===== src/rtl/reg_fpga_pkg.sv =====
// Shared constants and parameter helpers for the reg_pipe_fpga pipeline register.
package reg_fpga_pkg;

   localparam int NIB_W = 4;

   function automatic int count_w(input int depth);
      return $clog2(depth + 1);
   endfunction

   // Legal configurations: room for the top-nibble tap and at least one stage.
   function automatic bit params_ok(input int n, input int depth);
      return (n >= NIB_W) && (depth >= 1);
   endfunction

endpackage


===== src/rtl/reg_stage_fpga.sv =====
// One pipeline stage: data word, top-nibble tap and valid bit.
module reg_stage_fpga
   import reg_fpga_pkg::*;
#(
   parameter int N = 64
) (
   input  logic             CLK,
   input  logic             R,
   input  logic             load,
   input  logic             clear,
   input  logic             up_valid,
   input  logic [N-1:0]     up_data,
   input  logic [NIB_W-1:0] up_nib,
   output logic             v,
   output logic [N-1:0]     data,
   output logic [NIB_W-1:0] nib
);

   // Payload only moves with a valid word, so a bubble never overwrites held data.
   always_ff @(posedge CLK) begin
      if (R) begin
         v    <= 1'b0;
         data <= '0;
         nib  <= '0;
      end else if (clear) begin
         v <= 1'b0;
      end else if (load) begin
         v <= up_valid;
         if (up_valid) begin
            data <= up_data;
            nib  <= up_nib;
         end
      end
   end

endmodule


===== src/rtl/reg_pipe_fpga.sv =====
// Collapsing valid/ready pipeline register with enable, flush, occupancy count and nibble tap.
module reg_pipe_fpga
   import reg_fpga_pkg::*;
#(
   parameter int N     = 64,
   parameter int DEPTH = 4
) (
   input  logic                        CLK,
   input  logic                        R,
   input  logic                        E,
   input  logic                        FLUSH,
   input  logic                        in_valid,
   output logic                        in_ready,
   input  logic [N-1:0]                data,
   output logic                        out_valid,
   input  logic                        out_ready,
   output logic [N-1:0]                q,
   output logic [NIB_W-1:0]            q3,
   output logic [count_w(DEPTH)-1:0]   count
);

   localparam int CW = count_w(DEPTH);

   if (!params_ok(N, DEPTH)) begin : g_bad_params
      $error("reg_pipe_fpga: need N >= 4 and DEPTH >= 1");
   end

   logic             run;
   logic             in_hs;
   logic             out_hs;
   logic [DEPTH-1:0] mv;
   logic [DEPTH-1:0] v;
   logic [N-1:0]     sd [DEPTH];
   logic [NIB_W-1:0] sn [DEPTH];

   assign run = E & !FLUSH;

   // A stage may advance when it is empty or everything downstream of it advances.
   always_comb begin
      mv = '0;
      mv[DEPTH-1] = !v[DEPTH-1] | out_ready;
      for (int i = DEPTH - 2; i >= 0; i--) begin
         mv[i] = !v[i] | mv[i+1];
      end
   end

   assign in_ready = run & mv[0];
   assign in_hs    = in_valid & in_ready;
   assign out_hs   = v[DEPTH-1] & out_ready & run;

   for (genvar i = 0; i < DEPTH; i++) begin : g_stage
      logic             up_valid;
      logic [N-1:0]     up_data;
      logic [NIB_W-1:0] up_nib;

      if (i == 0) begin : g_head
         assign up_valid = in_hs;
         assign up_data  = data;
         assign up_nib   = data[N-1 -: NIB_W];
      end else begin : g_link
         assign up_valid = v[i-1];
         assign up_data  = sd[i-1];
         assign up_nib   = sn[i-1];
      end

      reg_stage_fpga #(.N(N)) u_stage (
         .CLK      (CLK),
         .R        (R),
         .load     (run & mv[i]),
         .clear    (E & FLUSH),
         .up_valid (up_valid),
         .up_data  (up_data),
         .up_nib   (up_nib),
         .v        (v[i]),
         .data     (sd[i]),
         .nib      (sn[i])
      );
   end

   // Occupancy tracks handshakes rather than counting valid bits.
   always_ff @(posedge CLK) begin
      if (R) begin
         count <= '0;
      end else if (E & FLUSH) begin
         count <= '0;
      end else if (in_hs & !out_hs) begin
         count <= count + CW'(1);
      end else if (out_hs & !in_hs) begin
         count <= count - CW'(1);
      end
   end

   assign q         = sd[DEPTH-1];
   assign q3        = sn[DEPTH-1];
   assign out_valid = v[DEPTH-1];

endmodule

===== config.mk =====
export PLATFORM = sky130hd
export DESIGN_NAME = reg_pipe_fpga
export DESIGN_NICKNAME = d
export VERILOG_FILES = /design/src/rtl/reg_fpga_pkg.sv /design/src/rtl/reg_stage_fpga.sv /design/src/rtl/reg_pipe_fpga.sv
export SDC_FILE = /design/constraint.sdc
export NUM_CORES = 1
export LEC_CHECK = 0
export CORE_MARGIN = 2
export CORE_UTILIZATION = 45
export CTS_BUF_LIST = sky130_fd_sc_hd__clkbuf_16
export DETAILED_ROUTE_END_ITERATION = 10
export PLACE_DENSITY_LB_ADDON = 0.05
export SYNTH_ARGS = -nofsm -noshare
export SYNTH_HDL_FRONTEND = slang
export SYNTH_SLANG_ARGS = --single-unit

===== constraint.sdc =====
create_clock -name CLK -period 3.39 [get_ports CLK]
set_input_delay 1.017 -clock CLK [delete_from_list [all_inputs] [get_ports CLK]]
set_output_delay 1.017 -clock CLK [all_outputs]
set_load 0.03 [all_outputs]

# Word level (Yosys, flattened, before mapping)
# Cells that the tools add are included.
[op_classes] add_sub_neg=2 mux=2 bitwise_logic=16 reduce_logical=13
[ops] cell="AND reduction 3 bit" count=4
[ops] cell="AND 1 bit" count=11
[ops] cell="zero test 1 bit" count=7
[ops] cell="2-to-1 mux 3 bit" count=2
[ops] cell="OR 1 bit" count=4
[ops] cell="adder 3 x 1 -> 3 bit (second input constant)" count=1
[ops] cell="subtractor 3 x 1 -> 3 bit (second input constant)" count=1
[ops] cell="nonzero test 2 bit" count=1
[ops] cell="OR reduction 2 bit" count=1
[ops] cell="inverter 1 bit" count=1
[word_totals] ff_bits=279 in_bits=70 out_inout_bits=73 elab_cells=46

# Depth between registers and ports, before layout
# Gate-level depths: netlist (run 1).
[depth] depth_word=11 depth_mapped=10

# Modules after synthesis
# From an unflattened synthesis (run 1), not the netlist that was laid out.
[unflattened] hier_cells=1222 area_unflattened_um2=12489.5
[modules_own_cells] mod="reg_stage_fpga" n_inst=4 cells_each=299 area_each_um2=3067.9 seq_area_each_um2=1381.3
[modules_own_cells] mod="reg_pipe_fpga" n_inst=1 cells_each=26 area_each_um2=217.7 seq_area_each_um2=60.1

# Worst setup path after synthesis (run 1)
# Ideal clock, no wire load.
[synth_timing] path_kind="input-to-output" start="input port out_ready" end="output port in_ready" t_arrival_ns=2.024 required_time_ns=2.373 path_slack_ns=0.349 cell_stages=4 n_path_buf=2 cell_sequence="and4b_4 buf_6 clkbuf_1 a21oi_1"
[synth_between] elab_chain_len=5
[synth_rtl] element="start: declaration" line_no="reg_pipe_fpga.sv:16" rtl="input logic out_ready,"
[synth_rtl] element="OR 1 bit" line_no="reg_pipe_fpga.sv:41" rtl="mv[DEPTH-1] = !v[DEPTH-1] | out_ready;"
[synth_rtl] element="OR 1 bit (3 in a row)" line_no="reg_pipe_fpga.sv:43" rtl="mv[i] = !v[i] | mv[i+1];"
[synth_rtl] element="AND 1 bit" line_no="reg_pipe_fpga.sv:47" rtl="assign in_ready = run & mv[0];"
[synth_rtl] element="end: declaration" line_no="reg_pipe_fpga.sv:13" rtl="output logic in_ready,"
# Every way passes these cells.

# Worst setup path after layout (run 1)
# Ends and elaborated chain as after synthesis.

==> impl_metrics.env, run 1 <==
export IMPL_hold_path_class="reg2reg"
export IMPL_wire_per_inst_um=17.1
export IMPL_multi_input_area_mm2=0.00461
export IMPL_vias=8760
export IMPL_pin_count=143
export IMPL_crit_start="out_ready"
export IMPL_yosysTopAreaCellShare_pct=50.2
export IMPL_antenna_found_initial=0
export IMPL_fin_skew_ps=6.35
export IMPL_die_area_mm2=0.0246
export IMPL_synth_commonest_cells="263 x dfxtp_1, 198 x a21oi_1, 197 x o21ai_0"
export IMPL_syn_area_per_cell_um2=8.75
export IMPL_clk_pin_slew_ps=60
export IMPL_dpl_instance_area_mm2=0.0121
export IMPL_slew_violations=0
export IMPL_crit_family="buffers and inverters"
export IMPL_grt_pass1_vias=8579
export IMPL_port_buffers=142
export IMPL_clock_path_buffers=3
export IMPL_cts_tree="yes"
export IMPL_postLayoutCellArea_mm2=0.0130
export IMPL_drtIter0Drc=667
export IMPL_cts_root_buf="clkbuf_16"
export IMPL_hpwl_um=15900
export IMPL_crit_required_ps=2370
export IMPL_fin_crit_sh_pct=93.1
export IMPL_timing_rr_start="g_stage[3].u_stage.v"
export IMPL_relSlewSlack_pct=63.0
export IMPL_core_area_mm2=0.0228
export IMPL_ys_seq_elements=263
export IMPL_r2r_setup_slack_ps=1290
export IMPL_fillers=2117
export IMPL_crit_path_end="in_ready"
export IMPL_floorplan_initialDensity_pct=46.1
export IMPL_finalWorstSetupSlack_ps=234
export IMPL_synth_most_common_cell="dfxtp_1"
export IMPL_async_reset_ff_share_pct=0
export IMPL_worstSetupPathDepth=4
export IMPL_status="completed"
export IMPL_die_w_um=157
export IMPL_area_growth_pct=24.2
export IMPL_synth_edf_count=0
export IMPL_nNetsFinal=1347
export IMPL_arrival_ps=2140
export IMPL_synth_area_leaders="dfxtp_1 50%, a21oi_1 9.4%, o21ai_0 9.4%"
export IMPL_drive_gt1_share_pct=6.48
export IMPL_gr_total_overflow=0
export IMPL_postCtsHoldBufs=0
export IMPL_p_leak_uw=0.00421
export IMPL_ys_seq_area_share_pct=50.2
export IMPL_slowest_stage="clkdlybuf4s50_1"
export IMPL_seq_area_mm2=0.00527
export IMPL_syn_nets=1272
export IMPL_via_per_inst=5.44
export IMPL_cts_made_buffers=28
export IMPL_r2r_end="count[2]"
export IMPL_wirelength_um=27500
export IMPL_grt_pass1_wl_um=44800
export IMPL_ant_nets=0
export IMPL_mappedNetlistArea_mm2=0.0105
export IMPL_slowest_delay_ps=480
export IMPL_grt_max_degree=74
export IMPL_worstSetupPathType="in2out"
export IMPL_drv_cap=0
export IMPL_cts_setup_buffers=0
export IMPL_place_congestion=0.754
export IMPL_worstHoldStart="g_stage[2].u_stage.data[55]"
export IMPL_first_pass_iters=7
export IMPL_cts_resized=0
export IMPL_min_period_ps=3160
export IMPL_ys_warn_count=0
export IMPL_synthDistinctLibCells=26
export IMPL_worst_path_buf_inv=2
export IMPL_drc_errors=0
export IMPL_setup_tns_final_ps=0
export IMPL_worstPathCellList="clkdlybuf4s50_1 > and4b_4 > a21oi_1 > buf_4"
export IMPL_reg2reg_depth=8
export IMPL_netlist_instances=1200
export IMPL_power_density_mw_per_mm2=491
export IMPL_setup_violations=0
export IMPL_antenna_cells=0
export IMPL_rows=55
export IMPL_worst_pin_slew_ps=555
export IMPL_worstSetupStartpointType="input pin"
export IMPL_pre_cts_slack_ps=243
export IMPL_insertion_delay_ps=530
export IMPL_die_h_um=157
export IMPL_final_util_pct=57.2
export IMPL_synth_top_area_cell="dfxtp_1"
export IMPL_fmax_mhz=317
export IMPL_clkSinkCount=263
export IMPL_hold_viol_final=0
export IMPL_vdd_drop_max_uv=321
export IMPL_end_kind="primary output"
export IMPL_h_tree_depth=1
export IMPL_critical_path_max_fanout=4
export IMPL_synthFlopType="dfxtp_1"
export IMPL_rsz0062_at_grt="false"
export IMPL_grt_util_all_layers_pct=22.3
==> flip-flops by register name (all words and copies together), names as in the netlist <==
register / flops
g_stage.u_stage.nib: 13
g_stage.u_stage.v: 4
count: 3
g_stage.u_stage.data: 243
==> cell families after synthesis <==
logic type | share of synthesized area (%)
simple gates | 18.1
compound gates | 19.1
buf+inv | 6.03
mux | 6.20
xor+xnor | 0.167
flops | 50.2
fa+ha+maj | 0.310
==> worst min path at each step <==
stage,end,cells past startpoint
finish,g_stage[3].u_stage.data[55],2
global route,g_stage[3].u_stage.data[55],2
CTS,g_stage[3].u_stage.data[55],2
detailed placement,g_stage[3].u_stage.data[55],2
global placement,g_stage[2].u_stage.data[1],2
floorplan,g_stage[2].u_stage.data[0],2
==> through the flow <==
| step | cells | power (uW) | hold WS [ps] |
|---|---|---|---|
| after floorplan | 1200 | 3360 | 440 |
| after global placement | 1558 | 3490 | 446 |
| after detailed placement | 1558 | 3490 | 451 |
| after CTS | 1610 | 6460 | 460 |
| after global routing | 1610 | 6600 | 466 |
| final | 1610 | 6410 | 458 |
==> per-layer routing <==
metal / GRT usage, % / vias up / routed length, um
li1: - / 4348 / -
met1: 30.5 / 4209 / 12900
met2: 37.7 / 172 / 13300
met3: 2.99 / 31 / 988
met4: 4.63 / 0 / 403
met5: 0 / - / 0
==> worst reg2reg max path, stage by stage, from the launching register on <==
cell and delay, ps:
dfxtp_1 400, and4b_4 280, a21oi_4 150, ha_1 180, inv_1 50, fa_1 370
xor2_1 150, or3_1 310, a21oi_1 140
==> placed cells by master (no fill, tap or decap) <==
| cell | n |
|---|---|
| and3b_2 | 4 |
| nand3_1 | 192 |
| buf_4 | 21 |
| nand4b_1 | 2 |
| clkbuf_8 | 1 |
| clkbuf_16 | 29 |
| xor2_1 | 2 |
| and4b_4 | 1 |
| clkinv_1 | 12 |
| bufinv_16 | 3 |
| a21oi_4 | 1 |
| nor2_1 | 2 |
| ha_1 | 1 |
| o21ai_0 | 197 |
| or3_1 | 1 |
| nor2b_4 | 1 |
| clkinvlp_4 | 1 |
| a21oi_1 | 198 |
| clkdlybuf4s50_1 | 140 |
| buf_12 | 14 |
| clkinv_2 | 7 |
| nand2b_2 | 1 |
| a21o_1 | 1 |
| nand3b_1 | 5 |
| fa_1 | 1 |
| nand2b_1 | 129 |
| mux2i_1 | 65 |
| dfxtp_1 | 263 |
| inv_1 | 2 |
==> final cells by class <==
class / count / area share (%)
Clock buffer: 29 / 5.57
Tap cell: 313 / 3.00
Timing Repair Buffer: 176 / 14.2
Clock inverter: 23 / 1.36
Sequential cell: 263 / 40.4
Inverter: 2 / 0.0576
Multi-Input combinational cell: 804 / 35.4
==> power breakdown <==
group          switching [uW]  leakage, uW  internal, uW
Sequential               17.3      0.00212          3120
Combinational             129      0.00164           150
Clock                    1220     0.000446          1770
(Power assumes the default switching activity.)
==> run 2: changes to the inputs <==
--- a/config.mk
+++ b/config.mk
@@ -9,6 +9,7 @@
 export CORE_UTILIZATION = 45
 export CTS_BUF_LIST = sky130_fd_sc_hd__clkbuf_16
 export DETAILED_ROUTE_END_ITERATION = 10
+export DONT_BUFFER_PORTS = 1
 export PLACE_DENSITY_LB_ADDON = 0.05
 export SYNTH_ARGS = -nofsm -noshare
 export SYNTH_HDL_FRONTEND = slang
==> run 2 against run 1 <==
Effect of this change:
- critical path depth fell by 1
- clock power rose by 2%
- non-clock buffer count fell by 158
- largest cell class unchanged
- maximum frequency rose by 10%
- final cell count fell by 10%
- largest power group unchanged
- global-route usage fell by 0.31 points
==> impl_metrics.env, run 2 (same netlist as run 1, synthesis figures left out) <==
export IMPL_power_uw=6320
export IMPL_regMostFlops="g_stage.u_stage.data"
export IMPL_clkSinkCount=263
export IMPL_pin_count=143
export IMPL_floorplan_initialDensity_pct=46.1
export IMPL_pre_cts_slack_ps=468
export IMPL_core_area_mm2=0.0228
export IMPL_cts_tree="yes"
export IMPL_fillers=2276
export IMPL_die_area_mm2=0.0246
export IMPL_largest_reg_flops=243
export IMPL_worstSetupPathType="reg2out"
export IMPL_grt_pass1_vias=7814
export IMPL_die_h_um=157
export IMPL_reg_top3="g_stage.u_stage.data x243, g_stage.u_stage.nib x13, g_stage.u_stage.v x4"
export IMPL_drv_cap=0
export IMPL_fin_skew_ps=9.72
export IMPL_grt_util_all_layers_pct=22.0
export IMPL_clk_pin_slew_ps=60
export IMPL_final_util_pct=50.0
export IMPL_arrival_ps=1850
export IMPL_die_w_um=157
export IMPL_worstSetupStartpointType="flip-flop"
export IMPL_worstHoldStart="g_stage[2].u_stage.data[3]"
export IMPL_vdd_drop_max_uv=382
export IMPL_multi_input_area_mm2=0.00461
export IMPL_setup_tns_final_ps=0
export IMPL_drtIter0Drc=579
export IMPL_port_buffers=0
export IMPL_clock_power_share_pct=48.3
export IMPL_nNetsFinal=1190
export IMPL_ant_nets=0
export IMPL_p_sw_share_pct=20.5
export IMPL_clock_path_buffers=3
export IMPL_hold_path_class="reg2reg"
export IMPL_via_per_inst=5.61
export IMPL_timing_rr_start="g_stage[3].u_stage.v"
export IMPL_cts_root_buf="clkbuf_16"
export IMPL_crit_start="g_stage[3].u_stage.v"
export IMPL_postCtsHoldBufs=0
export IMPL_worst_pin_slew_ps=967
export IMPL_grt_pass1_wl_um=43800
export IMPL_power_density_mw_per_mm2=555
export IMPL_final_common_cell="dfxtp_1"
export IMPL_drive_gt1_share_pct=5.73
export IMPL_rsz0062_at_grt="false"
export IMPL_p_leak_uw=0.00360
export IMPL_h_tree_depth=1
export IMPL_slew_violations=0
export IMPL_seq_area_mm2=0.00527
export IMPL_cts_setup_buffers=0
export IMPL_gr_total_overflow=0
export IMPL_intPower_uw=5020
export IMPL_status="completed"
export IMPL_area_growth_pct=8.51
export IMPL_seqPwrFrac_pct=49.7
export IMPL_hpwl_um=14200
export IMPL_insertion_delay_ps=530
export IMPL_wire_per_inst_um=18.8
export IMPL_drc_errors=0
export IMPL_grt_max_degree=322
export IMPL_finalWorstSetupSlack_ps=522
export IMPL_end_kind="primary output"
export IMPL_fmax_mhz=349
export IMPL_cts_resized=0
export IMPL_antenna_found_initial=0
export IMPL_rows=55
export IMPL_relSlewSlack_pct=35.5
export IMPL_cts_made_buffers=29
export IMPL_first_pass_iters=5
export IMPL_min_period_ps=2870
export IMPL_wirelength_um=27300
export IMPL_fin_crit_sh_pct=84.6
export IMPL_setup_violations=0
export IMPL_antenna_cells=0
export IMPL_crit_required_ps=2370
export IMPL_hold_viol_final=0
export IMPL_final_cell_mix="263 x dfxtp_1, 198 x a21oi_1, 197 x o21ai_0, 192 x nand3_1, 129 x nand2b_1"
export IMPL_vias=8119
export IMPL_place_congestion=0.708
export IMPL_critical_path_max_fanout=9
export IMPL_combPwrFrac_pct=1.9
export IMPL_switchingPower_uw=1290
## run 2: cell type report
cell class              count  area share [%]
flip-flops and latches    263            46.2
clock buffers              29            6.37
multi-input cells         804            40.5
repair buffers             18            1.74
well taps                 313            3.44
clock inverters            19            1.66
inverters                   2          0.0659
## run 2: stage by stage
step                instances  hold slack (ps)  area, um2
floorplan                1200              440      10500
global placement         1400              443      10500
detailed placement       1400              447      10500
CTS                      1448              451      11400
global route             1448              471      11400
finish                   1448              453      11400
## run 2: worst paths after layout
kind | slack, ps | cells after the start | end
setup / recovery | 520 | 3 | in_ready
hold reg to reg | 450 | 2 | g_stage[3].u_stage.data[3]
setup reg to reg | 900 | 5 | g_stage[0].u_stage.data[54]
hold / removal | 450 | 2 | g_stage[3].u_stage.data[3]
## run 2: power by group through the flow
stage | clock network (uW) | registers (uW) | logic (uW)
finish | 3050 | 3140 | 122
floorplan | 0 | 3200 | 155
CTS | 3130 | 3140 | 124
detailed placement | 0 | 3210 | 124
global placement | 0 | 3210 | 123
global route | 3260 | 3140 | 134
## run 2: critical path, stage by stage, from the launching register on
cell     delay (ps)
dfxtp_1         680
and4b_4         370
a21oi_1          90
buf_4           180
## run 2: routing by layer
metal | track usage (%) | share of wire (%)
met4 | 4.28 | 1.5
met5 | 0 | 0
met1 | 30.7 | 46
met2 | 34.6 | 46
met3 | 5.62 | 7.0
==> run 3: changes to the inputs <==
==> constraint.sdc (replaced) <==
create_clock -name CLK -period 2.6 [get_ports CLK]
set_input_delay 0.78 -clock CLK [delete_from_list [all_inputs] [get_ports CLK]]
set_output_delay 0.78 -clock CLK [all_outputs]
set_load 0.03 [all_outputs]
==> run 3 against run 2 <==
Effect of this change:
- wire length increased by 0.55%
- design area increased by 0.30%
- sequential share of layout area decreased by 0.14 points
- clock skew increased by 0.66 ps
- sequential power increased by 31%
- critical path type unchanged
- largest cell class unchanged
- sequential cell count unchanged
- critical path depth unchanged
- clock power increased by 19%
- clock-buffer cell count unchanged
- via count increased by 1.2%
- final cell count increased by 0.35%
- highest routed layer unchanged
==> impl_metrics.env, run 3 (same netlist as run 1, synthesis figures left out) <==
export IMPL_final_common_cell="dfxtp_1"
export IMPL_place_congestion=0.719
export IMPL_cts_resized=0
export IMPL_die_w_um=157
export IMPL_core_area_mm2=0.0228
export IMPL_cts_made_buffers=29
export IMPL_timing_rr_start="g_stage[2].u_stage.v"
export IMPL_grt_pass1_vias=7775
export IMPL_antenna_cells=0
export IMPL_first_pass_iters=5
export IMPL_slowest_delay_ps=440
export IMPL_nNetsFinal=1190
export IMPL_final_cell_mix="263 x dfxtp_1, 198 x a21oi_1, 197 x o21ai_0, 192 x nand3_1, 129 x nand2b_1"
export IMPL_drtIter0Drc=689
export IMPL_via_per_inst=5.65
export IMPL_reg2reg_depth=8
export IMPL_rsz0062_at_grt="false"
export IMPL_largest_reg_flops=243
export IMPL_critical_path_max_fanout=7
export IMPL_cts_tree="yes"
export IMPL_worstPathCellList="and4b_4 > a21oi_1 > buf_4"
export IMPL_vdd_drop_max_uv=417
export IMPL_insertion_delay_ps=540
export IMPL_arrival_ps=1550
export IMPL_r2r_setup_slack_ps=600
export IMPL_clock_path_buffers=3
export IMPL_end_kind="primary output"
export IMPL_grt_pass1_wl_um=43400
export IMPL_pin_count=143
export IMPL_hold_path_depth=1
export IMPL_p_leak_uw=0.00361
export IMPL_clkSinkCount=263
export IMPL_cts_root_buf="clkbuf_16"
export IMPL_regMostFlops="g_stage.u_stage.data"
export IMPL_setup_tns_final_ps=0
export IMPL_slowest_stage="dfxtp_1"
export IMPL_drc_errors=0
export IMPL_worstSetupStartpointType="flip-flop"
export IMPL_port_buffers=0
export IMPL_floorplan_initialDensity_pct=46.1
export IMPL_worst_pin_slew_ps=719
export IMPL_setup_violations=0
export IMPL_hold_path_class="in2reg"
export IMPL_postCtsHoldBufs=0
export IMPL_fin_crit_sh_pct=89.6
export IMPL_drv_cap=0
export IMPL_hold_viol_final=0
export IMPL_fin_skew_ps=10.4
export IMPL_area_growth_pct=8.83
export IMPL_clk_pin_slew_ps=60
export IMPL_fmax_mhz=429
export IMPL_worstSetupPathType="reg2out"
export IMPL_hold_end="g_stage[1].u_stage.data[29]"
export IMPL_antenna_found_initial=0
export IMPL_worst_path_buf_inv=1
export IMPL_h_tree_depth=1
export IMPL_drive_gt1_share_pct=5.70
export IMPL_rows=55
export IMPL_cts_setup_buffers=0
export IMPL_wirelength_um=27400
export IMPL_crit_required_ps=1820
export IMPL_power_density_mw_per_mm2=691
export IMPL_final_util_pct=50.2
export IMPL_relSlewSlack_pct=52.0
export IMPL_grt_util_all_layers_pct=21.9
export IMPL_status="completed"
export IMPL_vias=8214
export IMPL_slew_violations=0
export IMPL_gr_total_overflow=0
export IMPL_min_period_ps=2330
export IMPL_fillers=2261
export IMPL_hpwl_um=13900
export IMPL_grt_max_degree=322
export IMPL_wire_per_inst_um=18.9
export IMPL_ant_nets=0
export IMPL_die_area_mm2=0.0246
export IMPL_die_h_um=157
export IMPL_crit_family="flip-flops"
export IMPL_worstHoldStart="R"
export IMPL_reg_top3="g_stage.u_stage.data x243, g_stage.u_stage.nib x13, g_stage.u_stage.v x4"
export IMPL_r2r_end="count[2]"
-- run 3: cell count changes in the layout (fill, tap and decap cells not counted), sizes merged --
cell	delta
clkinvlp	-2
bufinv	-4
clkinv	+7
inv	+4
-- run 3: per-layer routing --
| layer | part of all wire [%] | track usage [%] |
|---|---|---|
| met5 | 0 | 0 |
| met4 | 1.9 | 5.07 |
| met1 | 48 | 31.3 |
| met2 | 45 | 34.4 |
| met3 | 5.1 | 3.88 |
-- run 3: where the power goes --
part	switching [uW]	internal (uW)	leakage (uW)	total [uW]
Clock	1620	2010	0.000449	3640
Combinational	74.6	89.6	0.00104	164
Sequential	26.4	4070	0.00212	4100
-- run 3: layout make-up --
type	instances	area [um2]	area share, %
clock buffers	29	726	6.35
clock inverters	24	108	0.942
inverters	2	7.51	0.0657
multi-input cells	804	4630	40.5
flip-flops and latches	263	5270	46.1
well taps	313	392	3.43
repair buffers	18	298	2.61
-- run 3: how the worst max path moves through the flow --
stage / from / endpoint / slack, ps / depth (start not counted)
floorplan: out_ready / in_ready / 30 / 4
global placement: FLUSH / count[2] / 210 / 8
detailed placement: FLUSH / count[2] / 170 / 8
CTS: g_stage[2].u_stage.v / in_ready / 250 / 3
global route: g_stage[2].u_stage.v / in_ready / 190 / 3
finish: g_stage[2].u_stage.v / in_ready / 270 / 3
-- run 3: per-stage QoR --
step	setup WS [ps]	area (um2)	hold slack, ps	total power [uW]	cells
5_1_grt	188	11400	289	8180	1453
6_report	271	11400	302	7900	1453
2_1_floorplan	33.3	10500	440	4380	1200
4_1_cts	246	11400	298	7990	1453
3_5_place_dp	172	10600	448	4350	1400
3_3_place_gp	206	10600	444	4350	1400
==> patch: new RTL, flow settings as in run 1 <==
`N` is set to 64 in 2 places; all go to 128.
--- a/src/rtl/reg_stage_fpga.sv
+++ b/src/rtl/reg_stage_fpga.sv
@@ -4,3 +4,3 @@
 #(
-   parameter int N = 64
+   parameter int N = 128
 ) (
--- a/src/rtl/reg_pipe_fpga.sv
+++ b/src/rtl/reg_pipe_fpga.sv
@@ -4,3 +4,3 @@
 #(
-   parameter int N     = 64,
+   parameter int N     = 128,
    parameter int DEPTH = 4
Interface: changed (resized data and q); port bits go from 143 to 271. No check against the original RTL was run, so the function may have changed too.
==> patch against run 1 <==
- final area up 94%
- total power grew 94%
- non-clock buffer count is 146 higher
- worst setup slack lost 140 ps
- routed wire length rose by 110%
- critical endpoint unchanged
- via count is 98% higher
- sequential cell count rose by 256
- utilization shrank 1.3 points
- synthesized cell count grew 96%
- largest power group unchanged
- area after synthesis grew 95%
- global-route usage increased by 1.6 points
- largest cell class unchanged
- highest routed layer unchanged
==> patch: results (changes against run 1) <==
Status
  • Status: finished, final reports clean

Yosys
  • Compound-Gate Fraction of Synth Area: 19.2% (+0.11 points)
  • Synth Area in XOR/XNOR: 0.0856% (-0.081 points)
  • Syn_nets: 2487 (+96%)
  • Ranking of synthesized cells by area: dfxtp_1 (51%), a21oi_1 (9.5%), nand3_1 (9.4%), o21ai_0 (9.2%), nand2b_1 (7.9%)
  • Mean Syn Cell Area: 8.70 µm² (-0.52%)
  • Synth Area in Adders: 0.159% (-0.15 points)

Cells and area
  • Largest registers: g_stage.u_stage.data: 499 flops, g_stage.u_stage.nib: 13 flops, g_stage.u_stage.v: 4 flops
  • Layout Nets: 2608 (+94%)

Clock tree
  • CTS buffer count: 55 (+96%)
  • Worst skew pair latency: 590 ps (+60 ps)

Power
  • Leakage power: 8.10 nW (+92%)
  • Net Switching: 0.00271 W (+98%)
  • Power Internal: 0.00974 W (+93%)
  • Sequential Power Share: 49.7% (+0.7 points)

Placed design
  • Cell count after placement: 3015 (+94%)
  • Placer's final routability congestion estimate: 0.769 (+1.9%)
  • Pre-CTS setup slack: 111 ps (-132 ps)
  • DP Area: 23500 µm² (+94%)
  • Post-DP HPWL: 33100 µm (+110%)

Global route
  • Met2 global-route usage: 39.6% (+1.8 points)
  • Total global-route track usage: 23.9% (+1.6 points)
  • Vias in the first global route: 16400 (+91%)
  • Global-route wire length before repair: 91400 µm (+100%)
  • GR Util met1: 32.7% (+2.2 points)

Timing
  • Tcrit/Tclk final: 97.4% (+4.3 points)

Worst setup path
  • R2R depth: 4 (-4)
  • Flop-to-flop setup slack: 960 ps (-330 ps)

Route
  • Initial DRC count: 1333 (+100%)
-- patch: cell types whose count changed in the layout (fill, tap and decap cells not counted), sizes merged, moves of 128 or more --
| cell | run 1 | this run |
|---|---|---|
| a21oi | 199 | 391 |
| clkdlybuf4s50 | 140 | 268 |
| dfxtp | 263 | 519 |
| nand2b | 130 | 258 |
| nand3 | 192 | 384 |
| o21ai | 197 | 389 |
-- patch: layer usage --
layer	routed length [µm]	vias up
met2	27500	510
met4	1160	0
met1	26000	8290
li1	-	8460
met5	0	-
met3	3230	73
-- patch: area by class of cell --
cell class              count  area, µm²
clock buffers              55       1380
multi-input cells        1572       8950
repair buffers            322       3450
inverters                   2       7.51
diodes                      1       2.50
clock inverters            39        307
flip-flops and latches    519      10400
well taps                 600        751
fillers                  4190      19900
-- patch: worst max-delay path: cells and delay by family --
kind / cells / cell delay [ps]
AO/OA/AOI/OAI: 1 / 330
buffers and inverters: 2 / 700
AND/OR/NAND/NOR: 1 / 230
